**config.mk**
```make
export PLATFORM = sky130hd
export DESIGN_NAME = mix_columns_iter
export DESIGN_NICKNAME = d
export VERILOG_FILES = /design/src/rtl/aes_pkg.sv /design/src/rtl/mix_column_word.sv /design/src/rtl/mix_columns_iter.sv
export SDC_FILE = /design/constraint.sdc
export NUM_CORES = 1
export LEC_CHECK = 0
export BUFFER_PORTS_ARGS = -buffer_cell sky130_fd_sc_hd__buf_2
export CAP_MARGIN = 10
export CORE_ASPECT_RATIO = 0.6
export CORE_MARGIN = 5
export CORE_UTILIZATION = 45
export CTS_CLUSTER_DIAMETER = 200
export CTS_CLUSTER_SIZE = 28
export DETAILED_ROUTE_END_ITERATION = 16
export PLACE_DENSITY = 0.73
export SYNTH_ARGS = -nofsm -noshare
export SYNTH_HDL_FRONTEND = slang
export SYNTH_HIERARCHICAL = 1
export SYNTH_SLANG_ARGS = --single-unit
```
**constraint.sdc**
```tcl
create_clock -name clk -period 2.99 [get_ports clk]
set_input_delay 0.299 -clock clk [delete_from_list [all_inputs] [get_ports clk]]
set_output_delay 0.299 -clock clk [all_outputs]
set_load 0.01 [all_outputs]
```
**src/rtl/aes_pkg.sv**
```systemverilog
// Shared AES MixColumns helpers: GF(2^8) constant multipliers and the iterator FSM state type.
package aes_pkg;

  typedef enum logic [1:0] {
    IDLE,
    RUN,
    DONE
  } state_t;

  // Multiply by x in GF(2^8) modulo x^8+x^4+x^3+x+1.
  function automatic logic [7:0] xtime(input logic [7:0] a);
    return {a[6:0], 1'b0} ^ (a[7] ? 8'h1b : 8'h00);
  endfunction

  function automatic logic [7:0] gf_mul3(input logic [7:0] a);
    return xtime(a) ^ a;
  endfunction

  function automatic logic [7:0] gf_mul9(input logic [7:0] a);
    return xtime(xtime(xtime(a))) ^ a;
  endfunction

  function automatic logic [7:0] gf_mul11(input logic [7:0] a);
    return xtime(xtime(xtime(a))) ^ xtime(a) ^ a;
  endfunction

  function automatic logic [7:0] gf_mul13(input logic [7:0] a);
    return xtime(xtime(xtime(a))) ^ xtime(xtime(a)) ^ a;
  endfunction

  function automatic logic [7:0] gf_mul14(input logic [7:0] a);
    return xtime(xtime(xtime(a))) ^ xtime(xtime(a)) ^ xtime(a);
  endfunction

endpackage

```
**src/rtl/mix_column_word.sv**
```systemverilog
// Combinational MixColumns of one 32-bit column; byte [31:24] is row 0.
// Inverse coefficients are built only when MIX_COLUMNS_ITER_INV_EN is defined.
module mix_column_word
  import aes_pkg::*;
(
  input  logic [31:0] col,
  input  logic        inv,
  output logic [31:0] res
);

  logic [7:0] a0, a1, a2, a3;
  logic [31:0] fwd;

  assign {a0, a1, a2, a3} = col;

  assign fwd = {xtime(a0) ^ gf_mul3(a1) ^ a2 ^ a3,
                a0 ^ xtime(a1) ^ gf_mul3(a2) ^ a3,
                a0 ^ a1 ^ xtime(a2) ^ gf_mul3(a3),
                gf_mul3(a0) ^ a1 ^ a2 ^ xtime(a3)};

`ifdef MIX_COLUMNS_ITER_INV_EN
  logic [31:0] bwd;

  assign bwd = {gf_mul14(a0) ^ gf_mul11(a1) ^ gf_mul13(a2) ^ gf_mul9(a3),
                gf_mul9(a0) ^ gf_mul14(a1) ^ gf_mul11(a2) ^ gf_mul13(a3),
                gf_mul13(a0) ^ gf_mul9(a1) ^ gf_mul14(a2) ^ gf_mul11(a3),
                gf_mul11(a0) ^ gf_mul13(a1) ^ gf_mul9(a2) ^ gf_mul14(a3)};

  assign res = inv ? bwd : fwd;
`else
  // Forward-only build: the select input is tied off by the parent.
  logic unused_inv;
  assign unused_inv = inv;
  assign res = fwd;
`endif

endmodule

```
**src/rtl/mix_columns_iter.sv**
```systemverilog
// Iterative AES MixColumns over a 128-bit state, COLS_PER_CYCLE columns per clock.
// Define MIX_COLUMNS_ITER_INV_EN to add the inv port and InvMixColumns support.
module mix_columns_iter
  import aes_pkg::*;
#(
  parameter int COLS_PER_CYCLE = 1
) (
  input  logic         clk,
  input  logic         rst_n,
  input  logic         in_valid,
  output logic         in_ready,
  input  logic [127:0] in_data,
  output logic         out_valid,
  input  logic         out_ready,
  output logic [127:0] out_data,
  output logic         busy
`ifdef MIX_COLUMNS_ITER_INV_EN
  ,
  input  logic         inv
`endif
);

  if (COLS_PER_CYCLE != 1 && COLS_PER_CYCLE != 2 && COLS_PER_CYCLE != 4) begin : g_bad_cols
    $error("mix_columns_iter: COLS_PER_CYCLE must be 1, 2 or 4");
  end

  localparam logic [1:0] STEP = 2'(COLS_PER_CYCLE);
  localparam logic [1:0] LAST = 2'(4 - COLS_PER_CYCLE);

  state_t       state_q;
  logic [1:0]   cnt_q;
  logic [127:0] work_q;
  logic         inv_q;
  logic         accept;
  logic [127:0] work_next;

  logic [1:0]  idx     [COLS_PER_CYCLE];
  logic [31:0] col_in  [COLS_PER_CYCLE];
  logic [31:0] col_out [COLS_PER_CYCLE];

  assign in_ready = (state_q == IDLE) || (state_q == DONE && out_ready);
  assign accept   = in_valid && in_ready;
  assign out_data = work_q;

  // Column c lives at work_q[(3-c)*32 +: 32].
  always_comb begin
    for (int g = 0; g < COLS_PER_CYCLE; g++) begin
      idx[g]    = cnt_q + 2'(g);
      col_in[g] = work_q[(3 - int'(idx[g])) * 32 +: 32];
    end
  end

  // NOTE: assign the default first so every path writes work_next and no latch is inferred.
  always_comb begin
    work_next = work_q;
    for (int g = 0; g < COLS_PER_CYCLE; g++) begin
      work_next[(3 - int'(idx[g])) * 32 +: 32] = col_out[g];
    end
  end

  for (genvar g = 0; g < COLS_PER_CYCLE; g++) begin : g_col
    mix_column_word u_word (
      .col (col_in[g]),
      .inv (inv_q),
      .res (col_out[g])
    );
  end

  // NOTE: sequential state uses non-blocking assignments so every register samples pre-edge values.
  always_ff @(posedge clk or negedge rst_n) begin
    if (!rst_n) begin
      state_q   <= IDLE;
      cnt_q     <= 2'd0;
      work_q    <= '0;
      inv_q     <= 1'b0;
      out_valid <= 1'b0;
      busy      <= 1'b0;
    end else if (accept) begin
      // Accept happens from IDLE or from DONE on the edge the result is taken.
      state_q   <= RUN;
      cnt_q     <= 2'd0;
      work_q    <= in_data;
`ifdef MIX_COLUMNS_ITER_INV_EN
      inv_q     <= inv;
`else
      inv_q     <= 1'b0;
`endif
      out_valid <= 1'b0;
      busy      <= 1'b1;
    end else begin
      case (state_q)
        RUN: begin
          work_q <= work_next;
          cnt_q  <= cnt_q + STEP;
          if (cnt_q == LAST) begin
            state_q   <= DONE;
            out_valid <= 1'b1;
            busy      <= 1'b0;
          end
        end
        DONE: begin
          if (out_ready) begin
            state_q   <= IDLE;
            out_valid <= 1'b0;
          end
        end
        default: state_q <= IDLE;
      endcase
    end
  end

endmodule

```
==> impl_summary.log <==
INFO  metric cts_setup_buffers = 0
INFO  metric grt_first_pass_wirelength = 53.68 mm
INFO  metric max_clock_freq = 358.8 MHz
INFO  metric timing.clock.skew = 0.01169 ns
INFO  metric design.core.area = 20,020 µm²
INFO  metric finalHoldViolations = 0
INFO  metric overflow = 0
INFO  metric core.rowCount = 40
INFO  metric startpoint_type_of_the_worst_setup_path = flip-flop
INFO  metric max_cap_viol_count = 0
INFO  metric status = finished, final reports clean
INFO  metric area.growth.synth_to_final = 23.45%
INFO  metric max_slew_margin = 0.1593
INFO  metric final.period_utilization = 0.9321
INFO  metric syn-num-nets = 898
INFO  metric clk_transition_reported_paths = 0.06 ns
INFO  metric post-dp-hpwl = 25.51 mm
INFO  metric totalWireLength = 35.71 mm
INFO  metric synth-warning-count = 6
INFO  metric postSynthAreaPerCell = 12.03 µm²
INFO  metric place.gp.congestion = 0.9471
INFO  metric via_count_of_the_first_global_routing_pass = 8,427
INFO  metric drt_first_iter_violations = 1,031
INFO  metric setup_violations = 0
INFO  metric diodes = 0
INFO  metric period_minus_slack = 2.787 ns
INFO  metric number_of_pins_exceeding_their_max_slew_limit_in_the_final_report = 0
INFO  metric design.die.area = 23,400 µm²
INFO  metric rsz0062_at_grt = no
INFO  metric die_w = 194.2 µm
INFO  metric detail_route.vias_per_cell = 6.752
INFO  metric crit_fanout = 8
INFO  metric initial_core_util = 0.4574
INFO  metric cp.arrival = 3.10 ns
INFO  metric worst_skew_pair.late_latency = 0.43 ns
INFO  metric wl_per_cell = 28.18 µm
INFO  metric cts-buffers-inserted = 17
INFO  metric cp_slowest_stage_delay = 0.68 ns
INFO  metric drc_errors = 0
INFO  metric buffer_ports.inserted = 262
INFO  metric timing.critical_path.cells = buf_4 -> mux4_2 -> xor3_2 -> xnor3_1 -> inv_1 -> nor3_1 -> a221o_1
INFO  metric hold_ws = 0.1029 ns
INFO  metric critPathCaptureType = flip-flop
INFO  metric timing_worst_slew_pin_value = 1.256 ns
INFO  metric tritoncts = done
INFO  metric drt-pass1-iter-count = 5
INFO  metric drtAntennaViolNets = 0
INFO  metric io-pin-count = 263
INFO  metric finish.net_count = 1,118
INFO  metric h_tree_depth_reported_by_cts = 4
INFO  metric totalNegativeSetupSlack = 0 ns
INFO  metric cp_slowest_cell = sky130_fd_sc_hd__mux4_2
INFO  metric syn_area = 9158 µm²
INFO  metric crit_required = 3.30 ns
INFO  metric ctsLongestPathBuffers = 2
INFO  metric clock_tree.root_cell = sky130_fd_sc_hd__clkbuf_16
INFO  metric worstSetupPathType = flip-flop to flip-flop
INFO  metric class_of_the_tightest_hold_or_removal_check = primary input to flip-flop
INFO  metric routed-via-count = 8,555
INFO  metric clkSinkCount = 134
INFO  metric grt_usage = 0.3011
INFO  metric synthCells = 761
INFO  metric dieHeight = 120.5 µm
INFO  metric worst-path-buf-inv = 2
INFO  metric layout-drive-gt1-share = 0.3893
INFO  metric number_of_antenna_violations_at_the_first_check_in_global_routing = 4
INFO  metric grt_start_max_net_pins = 115
INFO  metric cp_top_family = XOR/XNOR gates
## routing by layer
layer  vias to the layer above  global-route usage  routed length, µm
met5                         -                   0                 55
met2                       720              0.4127              14810
met3                        65              0.1055               4960
met1                      4195              0.4577              15340
li1                       3567                   -                  -
met4                         8             0.06541                547
## flip-flops by register name, indices dropped and copies added (netlist names)
name,cells
busy,1
cnt_q,2
out_data,128
out_valid,1
state_q,2
## metrics by stage
| stage | setup slack (ns) | instance area (µm²) | utilization | instances |
|---|---|---|---|---|
| after global placement | 0.2929 | 10700 | 0.5346 | 1233 |
| after global routing | 0.09686 | 11300 | 0.5647 | 1267 |
| after detailed placement | 0.1984 | 10700 | 0.5346 | 1233 |
| after CTS | 0.2098 | 11280 | 0.5633 | 1266 |
| final | 0.2030 | 11300 | 0.5647 | 1267 |
| after floorplan | 0.1314 | 9158 | - | 761 |
## final timing paths
path	slack [ns]	from	to	depth (start not counted)
worst min register to register	0.47	busy$_DFFE_PN0P_	busy$_DFFE_PN0P_	1
worst min-delay path	0.10	in_data[125]	out_data[125]$_DFFE_PN0P_	2
worst max-delay path	0.20	cnt_q[0]$_DFFE_PN0P_	out_data[49]$_DFFE_PN0P_	7
worst max register to register	0.20	cnt_q[0]$_DFFE_PN0P_	out_data[49]$_DFFE_PN0P_	7
max in group asynchronous	1.82	rst_n	out_data[15]$_DFFE_PN0P_	3
min in group asynchronous	0.40	rst_n	cnt_q[1]$_DFFE_PN0P_	2
## area by class of cell
| class | instances | area, µm² |
|---|---|---|
| Clock buffer | 24 | 491.7 |
| Clock inverter | 8 | 72.57 |
| Fill cell | 1700 | 8715 |
| Inverter | 12 | 45.04 |
| Multi-Input combinational cell | 511 | 5286 |
| Sequential cell | 134 | 3354 |
| Tap cell | 273 | 341.6 |
| Timing Repair Buffer | 305 | 1713 |
## layout by cell type (no fill, tap or decap), types with 10 or more instances in the layout
cell type and n:
sky130_fd_sc_hd__buf_2 261, sky130_fd_sc_hd__dfrtp_1 133, sky130_fd_sc_hd__o31ai_1 108, sky130_fd_sc_hd__o211ai_1 108, sky130_fd_sc_hd__a2bb2oi_1 108, sky130_fd_sc_hd__buf_4 37, sky130_fd_sc_hd__mux4_2 32, sky130_fd_sc_hd__xnor3_1 31
sky130_fd_sc_hd__a221o_1 20, sky130_fd_sc_hd__xnor2_1 18, sky130_fd_sc_hd__clkbuf_16 17, sky130_fd_sc_hd__xor2_1 13, sky130_fd_sc_hd__inv_1 12, sky130_fd_sc_hd__nor3_1 10, sky130_fd_sc_hd__nor3_2 10, sky130_fd_sc_hd__xor3_1 10
## repair_timing
action | in CTS | in global routing
hold buffers | 1 | 0
resized for setup | 0 | 0
endpoints found under the hold margin | 52 | 0
Power is left out: the tool's default activity adds up to more than one toggle a clock period on the data nets, which glitch-free logic cannot reach.
